**config.mk**
```make
export PLATFORM = sky130hd
export DESIGN_NAME = prog_loader
export DESIGN_NICKNAME = d
export VERILOG_FILES = /design/src/rtl/prog_loader.sv
export SDC_FILE = /design/constraint.sdc
export NUM_CORES = 1
export LEC_CHECK = 0
export BUFFER_PORTS_ARGS = -buffer_cell sky130_fd_sc_hd__buf_2
export CAP_MARGIN = 20
export CORE_ASPECT_RATIO = 0.8
export CORE_MARGIN = 2
export CORE_UTILIZATION = 55
export CTS_BUF_LIST = sky130_fd_sc_hd__clkbuf_8 sky130_fd_sc_hd__clkbuf_16
export DETAILED_ROUTE_END_ITERATION = 8
export GPL_ROUTABILITY_DRIVEN = 0
export PLACE_DENSITY_LB_ADDON = 0.12
export SLEW_MARGIN = 20
export SYNTH_ARGS = -nofsm -noshare
export SYNTH_HDL_FRONTEND = slang
export SYNTH_SLANG_ARGS = --single-unit
```
**constraint.sdc**
```tcl
create_clock -name clk -period 3.8 [get_ports clk]
set_input_delay 0.57 -clock clk [delete_from_list [all_inputs] [get_ports clk]]
set_output_delay 0.57 -clock clk [all_outputs]
set_load 0.005 [all_outputs]
```
**src/rtl/prog_loader.sv**
```systemverilog
// Front-panel loader: builds bytes from two switch nibbles, writes
// them to program memory, holds the CPU in reset until Run.
//
// Ports:
//   clk, rst       clock, synchronous active-high reset
//   insw[3:0]      switch nibble, sampled on Load presses
//   btn_load       raw Load button
//   btn_run        raw Run button
//   mem_addr[7:0]  write address, stable while mem_we is high
//   mem_din[7:0]   write data
//   mem_we         one-cycle write strobe per byte
//   cpu_rst        high while loading, low once in RUN
//   hi_phase       1 = next Load press takes the high nibble
//   count[3:0]     bytes written, saturating at DEPTH

module prog_loader_db #(
  parameter int unsigned N = 4
) (
  input  logic clk,
  input  logic rst,
  input  logic btn,
  output logic press
);

  localparam int unsigned CW = $clog2(N);
  localparam logic [CW-1:0] LAST = CW'(N - 1);

  logic          btn_s;
  logic          stable;
  logic [CW-1:0] cnt;

  // Fires on the edge where stable is about to rise.
  assign press = btn_s & ~stable & (cnt == LAST);

  always_ff @(posedge clk) begin
    if (rst) begin
      btn_s  <= 1'b0;
      stable <= 1'b0;
      cnt    <= '0;
    end else begin
      btn_s <= btn;
      if (btn_s == stable) begin
        cnt <= '0;
      end else if (cnt == LAST) begin
        stable <= btn_s;
        cnt    <= '0;
      end else begin
        cnt <= cnt + 1'b1;
      end
    end
  end

endmodule

module prog_loader #(
  parameter int unsigned DEPTH           = 8,
  parameter int unsigned ADDR_BASE       = 0,
  parameter int unsigned DEBOUNCE_CYCLES = 4
) (
  input  logic       clk,
  input  logic       rst,
  input  logic [3:0] insw,
  input  logic       btn_load,
  input  logic       btn_run,
  output logic [7:0] mem_addr,
  output logic [7:0] mem_din,
  output logic       mem_we,
  output logic       cpu_rst,
  output logic       hi_phase,
  output logic [3:0] count
);

  localparam logic [7:0] A_FIRST = 8'(ADDR_BASE);
  localparam logic [7:0] A_LAST  = 8'(ADDR_BASE + DEPTH - 1);
  // count is only 4 bits wide; clamp for large DEPTH.
  localparam logic [3:0] C_MAX   =
    (DEPTH > 15) ? 4'd15 : 4'(DEPTH);

  typedef enum logic [1:0] {
    LOAD_HI,
    LOAD_LO,
    WRITE,
    RUN
  } state_t;

  state_t     state;
  logic [3:0] hi_nib;
  logic       load_p;
  logic       run_p;

  prog_loader_db #(.N(DEBOUNCE_CYCLES)) u_db_load (
    .clk   (clk),
    .rst   (rst),
    .btn   (btn_load),
    .press (load_p)
  );

  prog_loader_db #(.N(DEBOUNCE_CYCLES)) u_db_run (
    .clk   (clk),
    .rst   (rst),
    .btn   (btn_run),
    .press (run_p)
  );

  always_ff @(posedge clk) begin
    if (rst) begin
      state    <= LOAD_HI;
      hi_nib   <= 4'h0;
      mem_addr <= A_FIRST;
      mem_din  <= 8'h00;
      mem_we   <= 1'b0;
      cpu_rst  <= 1'b1;
      hi_phase <= 1'b1;
      count    <= 4'h0;
    end else begin
      unique case (state)
        LOAD_HI: begin
          if (run_p) begin
            state   <= RUN;
            cpu_rst <= 1'b0;
          end else if (load_p) begin
            hi_nib   <= insw;
            hi_phase <= 1'b0;
            state    <= LOAD_LO;
          end
        end
        LOAD_LO: begin
          // Run beats a simultaneous Load; pending nibble dropped.
          if (run_p) begin
            state   <= RUN;
            cpu_rst <= 1'b0;
          end else if (load_p) begin
            mem_din <= {hi_nib, insw};
            mem_we  <= 1'b1;
            state   <= WRITE;
          end
        end
        WRITE: begin
          mem_we   <= 1'b0;
          hi_phase <= 1'b1;
          if (count != C_MAX) begin
            count <= count + 1'b1;
          end
          // Address advances only after the strobe cycle.
          if (mem_addr == A_LAST) begin
            state   <= RUN;
            cpu_rst <= 1'b0;
          end else begin
            mem_addr <= mem_addr + 8'd1;
            state    <= LOAD_HI;
          end
        end
        RUN: begin
          mem_we <= 1'b0;
        end
        default: begin
          state <= LOAD_HI;
        end
      endcase
    end
  end

endmodule
```
==> impl_metrics.toml <==
[run_status]
status = "finished clean"

[setup_path]
path_buf_inv = 0
cpPeakStageDelay_ns = 0.51
crit_chain = "ha_1 -> and4_1 -> nand3_1 -> xor2_1 -> nor2_1"
crit_arrival_ns = 1.92
critPathLaunchType = "register"
critPathCaptureType = "register"
r2r_cells = 5
cp_slowest_cell = "ha_1"
cp_max_fo = 14
cp.required_ns = 3.94
cp_top_family = "adder cells"
path_depth = 5
path_class = "reg -> reg"

[routing]
routed_wl_um = 3140
wl_per_cell_um = 12.9
routed_via_density = 5.40
num_vias = 1312
drtPass1Iterations = 4
drtIter0Drc = 56
drcViolationCount = 0
drt.antenna.violating_nets = 0

[sta]
period_share = 0.467
tns_ns = 0
min_period_ns = 1.77
tightest_slew_ns = 0.642
setup_viol = 0
rsz0062_at_grt = "no"
fin_ws_ns = 2.03
hold_violations = 0
slew_violations = 0
fmax_ghz = 0.564
maxSlewHeadroom = 0.572
finalClockSkew_ns = 0.00512

[power]
max-vdd-ir-drop_mv = 0.341
leakage_nw = 0.944
p_per_area_nw_per_um2 = 369
power_w = 0.000704

[floorplanning]
die-area_um2 = 3440
die_h_um = 52.9
io_pins = 31
core_area_um2 = 2810
die_w_um = 65.1
initial_core_util = 0.585
rows = 17

[placement]
io_buffers = 30
place_inst = 236
dp_hpwl_um = 2200
post-place-ws_ns = 2.06

[logic_synthesis]
yosys_warnings = 0
synth_ff_type = "dfxtp_1"
synth.cell_area_um2 = 1640
synth_top_family_by_area = "simple AND/OR/NAND/NOR gates"
synth_compound_area_frac = 0.0945
synth-xor-area-share = 0.0427
syn_nets = 194
yosysUniqueCellTypes = 36
avgSynthCellArea_um2 = 9.49
synth-edff-count = 0
yosysSeqAreaShare = 0.451
synthMuxAreaShare = 0.0793
synth.ff_latch_count = 37
yosys.area_share.simple = 0.196
postSynthCellCount = 173
synth_fa_ha_area_frac = 0.0991
async_flop_share = 0

[clock_tree]
cts_hold_buf = 0
cts_num_sinks = 37
cts_tree = "built"
h-tree-depth = 2
cts_root_buf = "clkbuf_8"
cts_setup_buffers = 0
clock_latency_ns = 0.28
cts_buffers = 5
clk_pin_slew_ns = 0.07
max-clock-path-buffers = 2
cts_resized = 0

[final_layout]
drive_gt1_frac = 0.200
finalNetCount = 226
n_antenna_cell = 0
final_util = 0.679
synthToLayoutAreaGrowth_pct = 16.1
fin_cells = 243

[global_routing]
grt_antenna_before_repair = 0
grt_overflow_total = 0
grtUsageTotal = 0.200
grt_max_degree = 39
first_global_vias = 1201
grt_pass1_wl_um = 5090

[min_path]
hp-class = "reg -> reg"
worstHoldPathCells = 1

[job]
drv_cap = 0
-- cell type report --
class	count	area [um2]
multi-input combinational	120	840
sequential	37	741
tap	38	47.5
timing repair buffer	30	150
inverter	11	41.3
clock buffer	6	82.6
fill	237	902
clock inverter	1	3.75
-- layout by cell type (no fill, tap or decap), drive strengths merged, types with 2 or more instances in the layout --
cell,n
dfxtp,37
buf,30
nor2,29
mux2i,13
ha,13
inv,12
a21oi,9
nand3,8
xor2,7
clkbuf,6
nand2,4
nor4,4
nor2b,3
a31oi,3
nand4,3
o21ai,3
and2,3
a211oi,3
nor4b,2
nor3,2
-- power by group --
part	total, W	switching, W	internal (W)
combinational	0.0000390	0.0000225	0.0000165
clock	0.000266	0.000125	0.000141
sequential	0.000399	0.00000493	0.000394
total	0.000704	0.000153	0.000551
-- sequential cells by signal, indices dropped and copies added, names as in the netlist --
signal	flops
mem_addr	8
mem_din	8
count	4
hi_nib	4
state	2
u_db_load.cnt	2
u_db_run.cnt	2
cpu_rst	1
hi_phase	1
mem_we	1
u_db_load.btn_s	1
u_db_load.stable	1
u_db_run.btn_s	1
u_db_run.stable	1
-- path summary, 6_finish.rpt --
path / from / to / slack, ns
worst min-delay path: u_db_load.cnt[0] / u_db_load.cnt[0] / 0.44
worst min register to register: u_db_load.cnt[0] / u_db_load.cnt[0] / 0.44
worst max register to register: state[1] / mem_addr[6] / 2.03
worst max-delay path: state[1] / mem_addr[6] / 2.03
-- cell usage after synthesis, drive strengths merged (4+ instances only) --
library cell	number	area, um2
dfxtp	37	741
nor2	29	109
ha	13	163
mux2i	13	130
inv	11	41.3
a21oi	9	45.0
nand3	8	45.0
xor2	7	61.3
nand2	4	15.0
nor4	4	40.0
-- logic make-up (layout without fill, tap and decap cells) --
kind of cell	count (synthesis)	in the layout
buf+inv	16	48
fa+ha+maj	13	13
flops	37	37
xor+xnor	8	8
simple gates	62	62
compound gates	24	24
mux	13	13
-- per-layer routing --
layer / track usage / share of wire / vias up / wire length (um)
li1: - / - / 656 / -
met5: 0 / 0 / - / 0
met1: 0.218 / 0.44 / 612 / 1370
met3: 0.0681 / 0.059 / 4 / 187
met4: 0.0694 / 0.0099 / 0 / 31
met2: 0.368 / 0.49 / 40 / 1550
-- metrics by stage --
stage / instance area, um2 / hold slack [ns]
final: 1910 / 0.439
after CTS: 1910 / 0.439
after detailed placement: 1820 / 0.423
after global routing: 1910 / 0.458
after floorplan: 1640 / 0.407
after global placement: 1820 / 0.413
Power figures use the tool's default switching activity.
